**config.mk**
```make
export PLATFORM = sky130hd
export DESIGN_NAME = sonar_sequenciador
export DESIGN_NICKNAME = d
export VERILOG_FILES = /design/src/rtl/sonar_sequenciador.sv
export SDC_FILE = /design/constraint.sdc
export NUM_CORES = 1
export LEC_CHECK = 0
export CAP_MARGIN = 20
export CORE_MARGIN = 2
export CORE_UTILIZATION = 50
export CTS_BUF_LIST = sky130_fd_sc_hd__clkbuf_8
export CTS_CLUSTER_DIAMETER = 50
export CTS_CLUSTER_SIZE = 12
export DETAILED_ROUTE_END_ITERATION = 7
export PLACE_DENSITY_LB_ADDON = 0.25
export SYNTH_ARGS = -nofsm -noshare
export SYNTH_HDL_FRONTEND = slang
export SYNTH_SLANG_ARGS = --single-unit
export TNS_END_PERCENT = 30
```
**constraint.sdc**
```tcl
create_clock -name clock -period 2.5 [get_ports clock]
set_input_delay 0.375 -clock clock [delete_from_list [all_inputs] [get_ports clock]]
set_output_delay 0.375 -clock clock [all_outputs]
set_load 0.01 [all_outputs]
```
**src/rtl/sonar_sequenciador.sv**
```systemverilog
// Sweep scheduler for the sonar: servo positioning, settling, one HC-SR04 measurement and a
// fixed-length serial report per position. Define SONAR_TIMEOUT_EN to add the measurement timeout.
module sonar_sequenciador #(
    parameter int N_POS          = 8,
    parameter int SETTLE_CYCLES  = 25_000_000,
    parameter int TIMEOUT_CYCLES = 1_500_000,
    parameter int N_CHARS        = 7
) (
    input  logic       clock,
    input  logic       reset,
    input  logic       ligar,
    input  logic       fim_medida,
    input  logic       fim_transmissao,
    output logic       medir,
    output logic       transmitir,
    output logic [2:0] posicao,
    output logic [2:0] indice_char,
    output logic       timeout,
    output logic       pronto,
    output logic [3:0] db_estado
);

    typedef enum logic [3:0] {
        INICIAL        = 4'd0,
        POSICIONA      = 4'd1,
        MEDE           = 4'd2,
        AGUARDA_MEDIDA = 4'd3,
        TRANSMITE      = 4'd4,
        AGUARDA_TX     = 4'd5,
        PROXIMA_POS    = 4'd6
    } estado_t;

    localparam int            SW          = (SETTLE_CYCLES > 1) ? $clog2(SETTLE_CYCLES) : 1;
    localparam logic [SW-1:0] SETTLE_LAST = SW'(SETTLE_CYCLES - 1);
    localparam logic [2:0]    POS_LAST    = 3'(N_POS - 1);
    localparam logic [2:0]    CHAR_LAST   = 3'(N_CHARS - 1);

    estado_t       estado;
    estado_t       estado_next;
    logic [SW-1:0] settle_cnt;
    logic [SW-1:0] settle_cnt_next;
    logic [2:0]    posicao_next;
    logic [2:0]    indice_char_next;
    logic          subindo;
    logic          subindo_next;
    logic          primeiro;
    logic          primeiro_next;

`ifdef SONAR_TIMEOUT_EN
    localparam int            TW           = (TIMEOUT_CYCLES > 1) ? $clog2(TIMEOUT_CYCLES) : 1;
    localparam logic [TW-1:0] TIMEOUT_LAST = TW'(TIMEOUT_CYCLES - 1);

    logic [TW-1:0] timeout_cnt;
    logic [TW-1:0] timeout_cnt_next;
    logic          timeout_r;
    logic          timeout_next;
`endif

    always_ff @(posedge clock) begin
        if (reset) begin
            estado      <= INICIAL;
            settle_cnt  <= '0;
            posicao     <= '0;
            indice_char <= '0;
            subindo     <= 1'b1;
            primeiro    <= 1'b1;
        end else begin
            estado      <= estado_next;
            settle_cnt  <= settle_cnt_next;
            posicao     <= posicao_next;
            indice_char <= indice_char_next;
            subindo     <= subindo_next;
            primeiro    <= primeiro_next;
        end
    end

`ifdef SONAR_TIMEOUT_EN
    always_ff @(posedge clock) begin
        if (reset) begin
            timeout_cnt <= '0;
            timeout_r   <= 1'b0;
        end else begin
            timeout_cnt <= timeout_cnt_next;
            timeout_r   <= timeout_next;
        end
    end
`endif

    always_comb begin
        estado_next      = estado;
        settle_cnt_next  = settle_cnt;
        posicao_next     = posicao;
        indice_char_next = indice_char;
        subindo_next     = subindo;
        primeiro_next    = primeiro;
`ifdef SONAR_TIMEOUT_EN
        timeout_cnt_next = timeout_cnt;
        timeout_next     = timeout_r;
`endif

        case (estado)
            INICIAL: begin
                if (ligar) begin
                    estado_next = POSICIONA;
                end
            end

            POSICIONA: begin
                if (settle_cnt == SETTLE_LAST) begin
                    settle_cnt_next = '0;
                    estado_next     = MEDE;
                end else begin
                    settle_cnt_next = settle_cnt + 1'b1;
                end
            end

            MEDE: begin
`ifdef SONAR_TIMEOUT_EN
                timeout_next     = 1'b0;
                timeout_cnt_next = '0;
`endif
                estado_next = AGUARDA_MEDIDA;
            end

            // A real measurement arriving on the expiry cycle takes precedence over the timeout.
            AGUARDA_MEDIDA: begin
`ifdef SONAR_TIMEOUT_EN
                if (fim_medida) begin
                    timeout_cnt_next = '0;
                    estado_next      = TRANSMITE;
                end else if (timeout_cnt == TIMEOUT_LAST) begin
                    timeout_cnt_next = '0;
                    timeout_next     = 1'b1;
                    estado_next      = TRANSMITE;
                end else begin
                    timeout_cnt_next = timeout_cnt + 1'b1;
                end
`else
                if (fim_medida) begin
                    estado_next = TRANSMITE;
                end
`endif
            end

            TRANSMITE: begin
                estado_next = AGUARDA_TX;
            end

            AGUARDA_TX: begin
                if (fim_transmissao) begin
                    if (indice_char == CHAR_LAST) begin
                        estado_next = PROXIMA_POS;
                    end else begin
                        indice_char_next = indice_char + 1'b1;
                        estado_next      = TRANSMITE;
                    end
                end
            end

            // Triangular sweep: each endpoint is visited once before the direction flips.
            PROXIMA_POS: begin
                indice_char_next = '0;
                primeiro_next    = 1'b0;
                if (!ligar) begin
                    posicao_next  = '0;
                    subindo_next  = 1'b1;
                    primeiro_next = 1'b1;
                    estado_next   = INICIAL;
                end else begin
                    estado_next = POSICIONA;
                    if (subindo) begin
                        if (posicao == POS_LAST) begin
                            posicao_next = posicao - 1'b1;
                            subindo_next = 1'b0;
                        end else begin
                            posicao_next = posicao + 1'b1;
                        end
                    end else begin
                        if (posicao == 3'd0) begin
                            posicao_next = posicao + 1'b1;
                            subindo_next = 1'b1;
                        end else begin
                            posicao_next = posicao - 1'b1;
                        end
                    end
                end
            end

            default: begin
                estado_next      = INICIAL;
                settle_cnt_next  = '0;
                posicao_next     = '0;
                indice_char_next = '0;
                subindo_next     = 1'b1;
                primeiro_next    = 1'b1;
`ifdef SONAR_TIMEOUT_EN
                timeout_cnt_next = '0;
                timeout_next     = 1'b0;
`endif
            end
        endcase
    end

    assign medir      = (estado == MEDE);
    assign transmitir = (estado == TRANSMITE);
    assign db_estado  = estado;
    assign pronto     = (estado == PROXIMA_POS) && !primeiro &&
                        ((posicao == 3'd0) || (posicao == POS_LAST));

`ifdef SONAR_TIMEOUT_EN
    assign timeout = timeout_r;
`else
    // Without the counter TIMEOUT_CYCLES is accepted but has no effect.
    if (TIMEOUT_CYCLES < 1) begin : g_timeout_cycles_ignored
    end
    assign timeout = 1'b0;
`endif

endmodule

```
==> metrics.cfg <==
[clocking]
h-tree-depth = 2
cts_hold_buf = 0
clk_root_buffer_cell = clkbuf_8
cts_sinks = 36
insertion_delay_ns = 0.30
clkTransAtPathRegs_ns = 0.08
cts_buffers = 5
tritoncts = built
cts_buffer_depth = 2
post-cts-setup-buffer-count = 0

[timing]
skew_ns = 0.008067
rsz0062_at_grt = false
min_period_over_period_pct = 85.75
finalHoldViolCount = 0
report.final.slew_viol_count = 0
fmax_ghz = 0.4665
setup-tns-final_ns = 0
tightest_slew_ns = 0.6834
fin_crit_ns = 2.144
relSlewSlack_pct = 54.44
finalSetupViolations = 0

[routing]
routedWlPerCell_um = 14.01
drt-total-wl_mm = 4.736
top_layer = met4
vias = 1948
drt-met1-wl_mm = 2.246
initialDrtViolationCount = 86
ant_nets = 0
wl_met2_mm = 2.213
dr.pass1.iters = 4
dr_wl_met3_um = 207
viasPerCell = 5.763
drc_errors = 0

[critical_path]
critPathTopFamily = simple AND/OR/NAND/NOR gates
cp_max_fo = 8
cp_slowest_stage_delay_ns = 0.44
cp-start-kind = flop
worst_ep_arrival_time_ns = 2.38
cp-end-kind = flop
crit_path_top_delay_cell = nor4_2
path_buf_inv = 0
cp_num_cells = 6
rr_startpoint = settle_cnt[0]$_SDFFE_PP0N_
path_cells = ha_1 > nand3_1 > nor4_2 > a21oi_1 > o32a_1 > nor2_1
crit_type = flop to flop
reg2reg_depth = 6
worstPathRequired_ns = 2.74
startpoint = settle_cnt[0]$_SDFFE_PP0N_

[global_routing]
grt_antenna_before_repair = 0
grt-ovfl-total = 0
grt_max_degree = 20
grt_pass1_vias = 1738
track_usage_pct = 22.54
grt_pass1_wl_mm = 7.866

[finish]
finish.instance_area_um2 = 2449
finalNetCount = 299
layout_common_cells = dfxtp_1, nand2_1, nor2_1
drive_gt1_share_pct = 9.028
final_common_cell = dfxtp_1
synthToLayoutAreaGrowth_pct = 17.40
num_antenna_cells = 0

[min_path]
min_path_cells = 1
hp-class = flop to flop
hold_path_startpoint = primeiro$_SDFFE_PP1N_

[synthesis]
ys_async_sr_fraction_pct = 0
syn_area_um2 = 2086
synth_ff_type = dfxtp_1
synth.ff_latch_count = 36
yosys_warnings = 0
synthDistinctLibCells = 49
synth_area_leaders = dfxtp_1, nand2_1, a21oi_1
yosysSeqAreaShare_pct = 34.55
synth_edf_count = 0
synth_area_per_cell_um2 = 7.901
synth_largest_area_cell = dfxtp_1
syn_inst = 264
synth_top_area_share_pct = 34.55

[place]
numPortBuffers = 16
dpl_cell_area_um2 = 2337
place_congestion = 0.9091
dpl.hpwl_mm = 3.469

[floorplan]
die_w_um = 68.59
row_count = 23
die_area_um2 = 4704
core_um2 = 4000
pin_count = 19
start_util_pct = 52.14
dieHeight_um = 68.59

[power_and_ir_drop]
powerDensity_nw_per_um2 = 594.3
peakVddDrop_mv = 0.3084
power.leakage_nw = 0.8609

[job]
maxCapViolCount = 0

[status]
status = completed

-- path summary, 6_finish.rpt --
path                               endpoint  slack, ns
setup / recovery  db_estado[2]$_SDFFE_PP0P_       0.36
hold / removal        primeiro$_SDFFE_PP1N_       0.47
setup reg to reg  db_estado[2]$_SDFFE_PP0P_       0.36
hold reg to reg       primeiro$_SDFFE_PP1N_       0.47
-- through the flow --
stage,total power [mW],setup slack (ns),utilization [%],std cells,hold slack (ns)
detailed placement,0.9644,0.4235,58.43,330,0.4537
floorplan,0.8446,0.5656,-,265,0.4361
global route,1.528,0.2037,61.21,338,0.4932
global placement,0.9573,0.4593,58.43,330,0.4464
CTS,1.468,0.1008,61.12,338,0.4726
finish,1.455,0.3562,61.21,338,0.4747
-- synthesized netlist by cell type (all sizes together), types with 2 or more instances --
master,instances
and3,4
a21oi,18
and2,2
and4,4
nand3b,6
or2,4
nor2,21
nor3,6
nand4,8
or4,4
xor2,4
nor4,5
nor2b,7
clkbuf,7
o41ai,2
nand2,25
buf,5
a31oi,4
inv,11
a22oi,2
o211ai,2
nand3,16
dfxtp,36
or3,6
o21ai,16
nand2b,3
mux2i,4
ha,7
a2111oi,2
xnor2,5
a21o,3
nor3b,3
-- flip-flops by register name (all words and copies together) (netlist names) --
signal / flops
indice_char: 3
db_estado: 3
subindo: 1
primeiro: 1
settle_cnt: 25
posicao: 3
-- cell families (layout without fill, tap and decap cells) --
logic type	after synthesis	after routing	synth area share, %
and+or+nand+nor	126	126	33.35
AOI/OAI and AO/OA	58	58	17.28
DFF	36	36	34.55
buffers and inverters	23	46	4.739
xor gates and xnor gates	9	9	3.779
adders and majority gates	7	7	4.199
muxes	4	4	1.920
other	1	2	0.1798
-- area by class of cell --
class,instances,area (µm²)
Inverter,11,41.29
Clock inverter,3,38.79
Multi-Input combinational cell,206,1271
Timing Repair Buffer,27,245.2
Fill cell,364,1551
Sequential cell,36,720.7
Clock buffer,5,68.82
Tap cell,50,62.56
-- layer usage --
| layer | track usage, % | up-vias |
|---|---|---|
| met5 | 0 | - |
| met2 | 37.02 | 37 |
| met3 | 5.844 | 6 |
| met4 | 9.250 | 0 |
| met1 | 27.90 | 906 |
| li1 | - | 999 |
-- power by group --
group          leakage (nW)  switching [mW]  total [mW]  internal (mW)
Clock                0.0593           0.212       0.504          0.292
Combinational         0.511           0.197       0.340          0.143
Sequential            0.291          0.0213       0.611          0.590
Total                 0.861           0.430        1.46           1.02
-- repair_timing --
| item | CTS | global route |
|---|---|---|
| endpoints found under the hold margin | 0 | 0 |
| setup endpoints to repair | 0 | 1 |
| resized for setup | 0 | 2 |
No activity file was read; power rests on OpenSTA's default activity.
